--- config.mk ---
export PLATFORM = sky130hd
export DESIGN_NAME = control_sequencer
export DESIGN_NICKNAME = d
export VERILOG_FILES = /design/src/rtl/control_sequencer.sv
export SDC_FILE = /design/constraint.sdc
export NUM_CORES = 1
export LEC_CHECK = 0
export ABC_AREA = 1
export BUFFER_PORTS_ARGS = -buffer_cell sky130_fd_sc_hd__buf_2
export CORE_MARGIN = 4
export CORE_UTILIZATION = 30
export DETAILED_ROUTE_END_ITERATION = 6
export GPL_TIMING_DRIVEN = 0
export HOLD_SLACK_MARGIN = 0.03
export PLACE_DENSITY_LB_ADDON = 0.15
export SLEW_MARGIN = 20
export SYNTH_ARGS = -nofsm -noshare
export SYNTH_HDL_FRONTEND = slang
export SYNTH_SLANG_ARGS = --single-unit
--- constraint.sdc ---
create_clock -name i_CLOCK -period 1.2 [get_ports i_CLOCK]
set_input_delay 0.3 -clock i_CLOCK [delete_from_list [all_inputs] [get_ports i_CLOCK]]
set_output_delay 0.3 -clock i_CLOCK [all_outputs]
set_load 0.005 [all_outputs]
--- src/rtl/control_sequencer.sv ---
// Microstep sequencer: T-state counter plus opcode/T-state/flag decode into control strobes.
// Optional CONTROL_SEQUENCER_EARLY_FETCH_EN: skip empty trailing execute steps straight to T0.
module control_sequencer #(
  parameter int OPCODE_WIDTH = 4,
  parameter int STEP_COUNT   = 5
) (
  input  logic                    i_CLOCK,
  input  logic                    i_RESET,
  input  logic                    i_STEP_ENABLE,
  input  logic [OPCODE_WIDTH-1:0] i_OPCODE,
  input  logic                    i_CARRY,
  input  logic                    i_ZERO,
  output logic                    o_PC_OUTPUT,
  output logic                    o_PC_COUNT_ENABLE,
  output logic                    o_PC_JUMP,
  output logic                    o_MAR_LOAD,
  output logic                    o_RAM_OUTPUT,
  output logic                    o_RAM_WRITE,
  output logic                    o_IR_LOAD,
  output logic                    o_IR_OUTPUT,
  output logic                    o_A_LOAD,
  output logic                    o_A_OUTPUT,
  output logic                    o_B_LOAD,
  output logic                    o_ALU_OUTPUT,
  output logic                    o_ALU_SUB,
  output logic                    o_FLAGS_LOAD,
  output logic                    o_OUT_LOAD,
  output logic                    o_HALTED,
  output logic [2:0]              o_T_STATE
);

  typedef struct packed {
    logic pc_output, pc_count, pc_jump, mar_load, ram_output, ram_write, ir_load, ir_output;
    logic a_load, a_output, b_load, alu_output, alu_sub, flags_load, out_load;
  } strobes_t;

  localparam logic [OPCODE_WIDTH-1:0] OP_LDA = OPCODE_WIDTH'(1);
  localparam logic [OPCODE_WIDTH-1:0] OP_ADD = OPCODE_WIDTH'(2);
  localparam logic [OPCODE_WIDTH-1:0] OP_SUB = OPCODE_WIDTH'(3);
  localparam logic [OPCODE_WIDTH-1:0] OP_STA = OPCODE_WIDTH'(4);
  localparam logic [OPCODE_WIDTH-1:0] OP_LDI = OPCODE_WIDTH'(5);
  localparam logic [OPCODE_WIDTH-1:0] OP_JMP = OPCODE_WIDTH'(6);
  localparam logic [OPCODE_WIDTH-1:0] OP_JC  = OPCODE_WIDTH'(7);
  localparam logic [OPCODE_WIDTH-1:0] OP_JZ  = OPCODE_WIDTH'(8);
  localparam logic [OPCODE_WIDTH-1:0] OP_OUT = OPCODE_WIDTH'(14);
  localparam logic [OPCODE_WIDTH-1:0] OP_HLT = OPCODE_WIDTH'(15);
  localparam logic [2:0]              LAST_T = 3'(STEP_COUNT - 1);

  // Flags only matter in T2, where conditional jumps resolve.
  function automatic strobes_t decode(input logic [2:0] t, input logic [OPCODE_WIDTH-1:0] op,
                                      input logic carry, input logic zero);
    strobes_t s;
    s = '0;
    case (t)
      3'd0: begin s.pc_output = 1'b1; s.mar_load = 1'b1; end
      3'd1: begin s.ram_output = 1'b1; s.ir_load = 1'b1; s.pc_count = 1'b1; end
      3'd2: begin
        case (op)
          OP_LDA, OP_ADD, OP_SUB, OP_STA: begin s.ir_output = 1'b1; s.mar_load = 1'b1; end
          OP_LDI: begin s.ir_output = 1'b1; s.a_load = 1'b1; end
          OP_JMP: begin s.ir_output = 1'b1; s.pc_jump = 1'b1; end
          OP_JC:  begin s.ir_output = carry; s.pc_jump = carry; end
          OP_JZ:  begin s.ir_output = zero;  s.pc_jump = zero;  end
          OP_OUT: begin s.a_output = 1'b1; s.out_load = 1'b1; end
          default: ;
        endcase
      end
      3'd3: begin
        case (op)
          OP_LDA:         begin s.ram_output = 1'b1; s.a_load = 1'b1; end
          OP_ADD, OP_SUB: begin s.ram_output = 1'b1; s.b_load = 1'b1; end
          OP_STA:         begin s.a_output = 1'b1; s.ram_write = 1'b1; end
          default: ;
        endcase
      end
      3'd4: begin
        if (op == OP_ADD || op == OP_SUB) begin
          s.alu_output = 1'b1; s.a_load = 1'b1; s.flags_load = 1'b1;
          s.alu_sub    = (op == OP_SUB);
        end
      end
      default: ;
    endcase
    return s;
  endfunction

  logic [2:0] t_state_q, t_state_d, next_t;
  logic       halted_q, halted_d;
  strobes_t   cur, strobes;

  always_comb begin
    t_state_d = t_state_q;
    halted_d  = halted_q;
    next_t    = (t_state_q == LAST_T) ? 3'd0 : t_state_q + 3'd1;
    cur       = decode(t_state_q, i_OPCODE, i_CARRY, i_ZERO);
    if (i_STEP_ENABLE && !halted_q) begin
      if (t_state_q == 3'd2 && i_OPCODE == OP_HLT)
        halted_d = 1'b1;
`ifdef CONTROL_SEQUENCER_EARLY_FETCH_EN
      // Fetch steps always run; only empty execute steps are skipped.
      else if (t_state_q >= 3'd2 && decode(next_t, i_OPCODE, i_CARRY, i_ZERO) == '0)
        t_state_d = 3'd0;
`endif
      else
        t_state_d = next_t;
    end
    strobes = (i_RESET || halted_q) ? '0 : cur;
  end

  always_ff @(posedge i_CLOCK) begin
    if (i_RESET) begin
      t_state_q <= 3'd0;
      halted_q  <= 1'b0;
    end else begin
      t_state_q <= t_state_d;
      halted_q  <= halted_d;
    end
  end

  assign o_PC_OUTPUT       = strobes.pc_output;
  assign o_PC_COUNT_ENABLE = strobes.pc_count;
  assign o_PC_JUMP         = strobes.pc_jump;
  assign o_MAR_LOAD        = strobes.mar_load;
  assign o_RAM_OUTPUT      = strobes.ram_output;
  assign o_RAM_WRITE       = strobes.ram_write;
  assign o_IR_LOAD         = strobes.ir_load;
  assign o_IR_OUTPUT       = strobes.ir_output;
  assign o_A_LOAD          = strobes.a_load;
  assign o_A_OUTPUT        = strobes.a_output;
  assign o_B_LOAD          = strobes.b_load;
  assign o_ALU_OUTPUT      = strobes.alu_output;
  assign o_ALU_SUB         = strobes.alu_sub;
  assign o_FLAGS_LOAD      = strobes.flags_load;
  assign o_OUT_LOAD        = strobes.out_load;
  assign o_HALTED          = halted_q;
  assign o_T_STATE         = i_RESET ? 3'd0 : t_state_q;

endmodule

Yosys cells after proc, flatten, opt, wreduce, memory -nomap -nowiden
Index checks and enable logic that the tools add are counted.

Eq/ne operators: 14. Add/sub/neg operators: 1. Reductions and logical operators: 12. Bitwise operators: 1. Mux-type cells: 26.

Operators with widths (count): $eq A4 B3 Y1 const B (4); $mux W1 (15); $mux W15 (1); $eq A4 B4 Y1 const B (3); $mux W3 (4); $pmux W1 S3 (3); $eq A4 B2 Y1 const B (2); $eq A3 B2 Y1 const B (2); $pmux W1 S2 (3); $reduce_or A6 Y1 (1); $eq A4 B1 Y1 const B (1); $reduce_and A2 Y1 (2); $reduce_or A4 Y1 (1); $add A3 B1 Y3 const B (1); $eq A3 B1 Y1 const B (1); $eq A3 B3 Y1 const B (1); $logic_not A3 Y1 (1); $reduce_or A3 Y1 (1); $logic_and A1 B1 Y1 (2); $logic_or A1 B1 Y1 (2); $reduce_or A2 Y1 (1); $logic_not A1 Y1 (1); $not A1 Y1 (1).

Logic and storage cells: 56. Register bits: 4. Output and inout port bits: 19. Input port bits: 9.

Depth between registers and ports, before layout
Depth after elaboration: 5. Depth in mapped cells: 8. Gate-level depth less buffers: 8.

Least setup slack after synthesis
No wires, ideal clock.

Path kind: reg-to-output. Start point: reg t_state_q[0]. End point: out o_FLAGS_LOAD. Arrival: 1.008 ns. Path slack: -0.108 ns. Cell stages (with the launch flop): 6. Required time: 0.900 ns. Buffers on the path: 1. Path through: dfxtp_1 inv_1 ha_1 nand4_1 nor2_1 buf_4.

Word-level cells in the longest chain between the ends: 3.

RTL lines: from (decl) (line 87) `logic [2:0] t_state_q, t_state_d, next_t;`; from (signal assigned) (line 115) `t_state_q <= t_state_d;`; $eq A3 B3 Y1 (line 54) `case (t)`; $mux W3 (line 54); $mux W15 (line 107) `strobes = (i_RESET || halted_q) ? '0 : cur;`; to (decl) (line 26) `output logic o_FLAGS_LOAD,`.

Every way passes these cells.

Worst setup path in the final report
Start point: reg t_state_q[1]. End point: out o_A_LOAD.

Word-level cells in the longest chain between the ends: 3. Elaborated cells on any way between the ends: 5. Classes of those cells: eq/ne (3); mux (2).

RTL lines: $eq A3 B3 Y1 / $eq A3 B2 Y1 (equally long branches) (line 54); $pmux W1 S3 * (line 54); $mux W15 * (line 107); to (decl) (line 21) `output logic o_A_LOAD,`.

Every way passes the cells marked *; elsewhere a longest branch is shown, timed or not.

==> reports/results.txt <==
Critical setup path kind: flop to output pin
CTS Buffer Depth: 2
Via count: 740
R2R depth: 9
Final setup fails: 17
Ant diodes: 0
Failing checks: setup timing
Synth Area per Inst: 5.47 sq um
Most frequent cell after synthesis: nor2_1
Core Area: 1750 sq um
Cell variety after synth: 18
Clock sinks: 4
Num CTS Buffers: 3
Critical path arrival: 1.34 ns
Number of routed nets with antenna violations: 0
Vert. Die Dim: 51.1 microns
Area contributors post-synth: nor2_1 15%, dfxtp_1 14%, nand2_1 13%
Layout cells sized above 1: 56.8%
Post-DP HPWL: 1290 microns
Cell at the root of the clock tree: clkbuf_4
Avg Vias per Cell: 4.51
Total GRT Usage: 13.0%
Status: finished with violations
YS warnings: 0
Worst-Skew Late Latency: 0.24 ns
Total Wirelength: 1600 microns
Synth Cell Area: 558 sq um
DR iter-0 viols: 4
Pin count of the biggest net entering global routing: 7
Post-synthesis instance total: 102
Ys flop type: dfxtp_1
Port Buffers: 27
Drt pass-1 iters: 5
Post-synth ARST share: 0%
Top-Level Pins: 28
WHS: 0.334 ns
Peak supply drop: 0.697 mV
Fin nets: 154
WL/cell: 9.76 microns
Final period util: 137%
First-pass GRT wire length: 2660 microns
FP Rows: 15
Critical Path RT: 0.90 ns
Die X: 51.1 microns
Worst Skew: 0.00309 ns
Overflow after GRT: 0
Number of cells on the worst hold path: 3
Lkg Pwr: 0.503 nW
Hold Fails Final Rpt: 0
Area delta synth->final: 76.2%
Full die area: 2610 sq um
Power Dens Cells: 656 nW/um^2
Slew at the pin closest to its max-slew limit: 0.441 ns
Post-synth EDFFs: 0
Finished Core Util: 56.3%
Crit Path Max Fanout: 4
# hold bufs at CTS: 0
Vias in the first global route: 680
TritonCTS clock tree: built
Setup slack, reg-to-reg: 0 ns
Max-cap violations: 0
Slew HR: 70.5%
Htree depth: 1
Clk slew on worst S/H paths: 0.04 ns
Yosys top cell by area: nor2_1
Final slew viol count: 0
Post-route minimum period: 1.64 ns
Max Freq: 0.609 GHz
GPL Wtd Cong: 0.859
Yosys reg bits: 4
Most instantiated cells after synthesis: 22 x nor2_1, 20 x nand2_1, 17 x inv_1, 8 x nand3_1, 5 x ha_1
Initial Util: 32.0%
DRC: 0
Antenna violations before repair: 0
RSZ-0062 raised after global routing: yes
HP Class: primary input to flop
Worst setup margin: -0.441 ns
Critical path endpoint category: output pin
Net Count, Synth: 116
Top-area cell type share of the netlist area: 14.8%
Post-synthesis sequential area ratio: 14.3%
Crit start category: flop
cell usage in the layout, fill, tap and decap left out:
cell,n
a21oi_1,3
nand2_2,4
nand2_1,16
nand4_1,2
nor3_2,1
nor2_2,6
nor2_4,4
buf_6,4
nor2_1,16
nand3_1,5
inv_1,12
inv_4,4
dfxtp_2,1
nand3_2,3
buf_4,6
o22ai_2,1
dfxtp_4,3
nand2_8,1
o21ai_1,2
buf_2,25
clkbuf_4,3
ha_2,1
ha_4,4
nor3_1,1
o21ai_0,2
inv_2,4
a21oi_2,1
clkbuf_1,1
o21ai_2,1
nand2_4,2
worst paths after layout:
check,startpoint,end
worst max-delay path,t_state_q[1],o_A_LOAD
worst min-delay path,i_STEP_ENABLE,o_HALTED
worst max register to register,t_state_q[0],t_state_q[1]
worst min register to register,o_HALTED,o_HALTED
final cells by class:
type,instances,area (sq um)
Timing Repair Buffer,33,200
Inverter,20,85.1
Clock buffer,4,26.3
Fill cell,188,762
Multi-Input combinational cell,76,533
Buffer,2,15.0
Sequential cell,4,92.6
Tap cell,25,31.3
stage by stage:
| stage | setup TNS (ns) | instance area (sq um) | worst slack, ns | cells | total power [mW] |
|---|---|---|---|---|---|
| floorplan | -0.185 | 626 | -0.0648 | 102 | 0.310 |
| global placement | -2.92 | 792 | -0.267 | 154 | 0.379 |
| detailed placement | -3.01 | 792 | -0.278 | 154 | 0.382 |
| CTS | -5.68 | 932 | -0.445 | 162 | 0.625 |
| global route | -7.29 | 983 | -0.547 | 164 | 0.715 |
| finish | -5.72 | 983 | -0.441 | 164 | 0.646 |
kinds of logic (layout without fill, tap and decap cells):
| kind of cell | Yosys count | count (layout) | synth area share, % |
|---|---|---|---|
| simple gates | 61 | 61 | 49.1 |
| fa+ha+maj | 5 | 5 | 11.2 |
| compound gates | 10 | 10 | 9.19 |
| flops | 4 | 4 | 14.4 |
| buf+inv | 22 | 59 | 16.1 |
layer usage:
metal	up-vias	wire length (microns)	global-route usage [%]	share of wire, %
li1	392	-	-	-
met1	325	686	14.6	43
met2	18	803	23.8	50
met3	5	86	4.96	5.4
met4	0	24	1.35	1.5
met5	-	0	0	0
registers in the layout (all words and copies together) (netlist names):
signal and flops:
t_state_q 3, o_HALTED 1
critical path, stage by stage, from the launching register on:
cell     delay (ns)
dfxtp_4        0.39
inv_4          0.05
ha_4           0.16
nand2_1        0.11
nand2_1        0.06
o21ai_0        0.14
nor2_1         0.07
buf_2          0.12
power by group:
group / total (mW) / internal [mW] / switching (mW)
sequential: 0.165 / 0.144 / 0.0203
clock: 0.184 / 0.125 / 0.0590
combinational: 0.297 / 0.134 / 0.163
timing repair:
action,in CTS,in global routing
setup buffers,4,4
cloned,0,0
resized for setup,26,10
pin swaps,13,12
setup endpoints to repair,18,21
(Power assumes the default switching activity.)
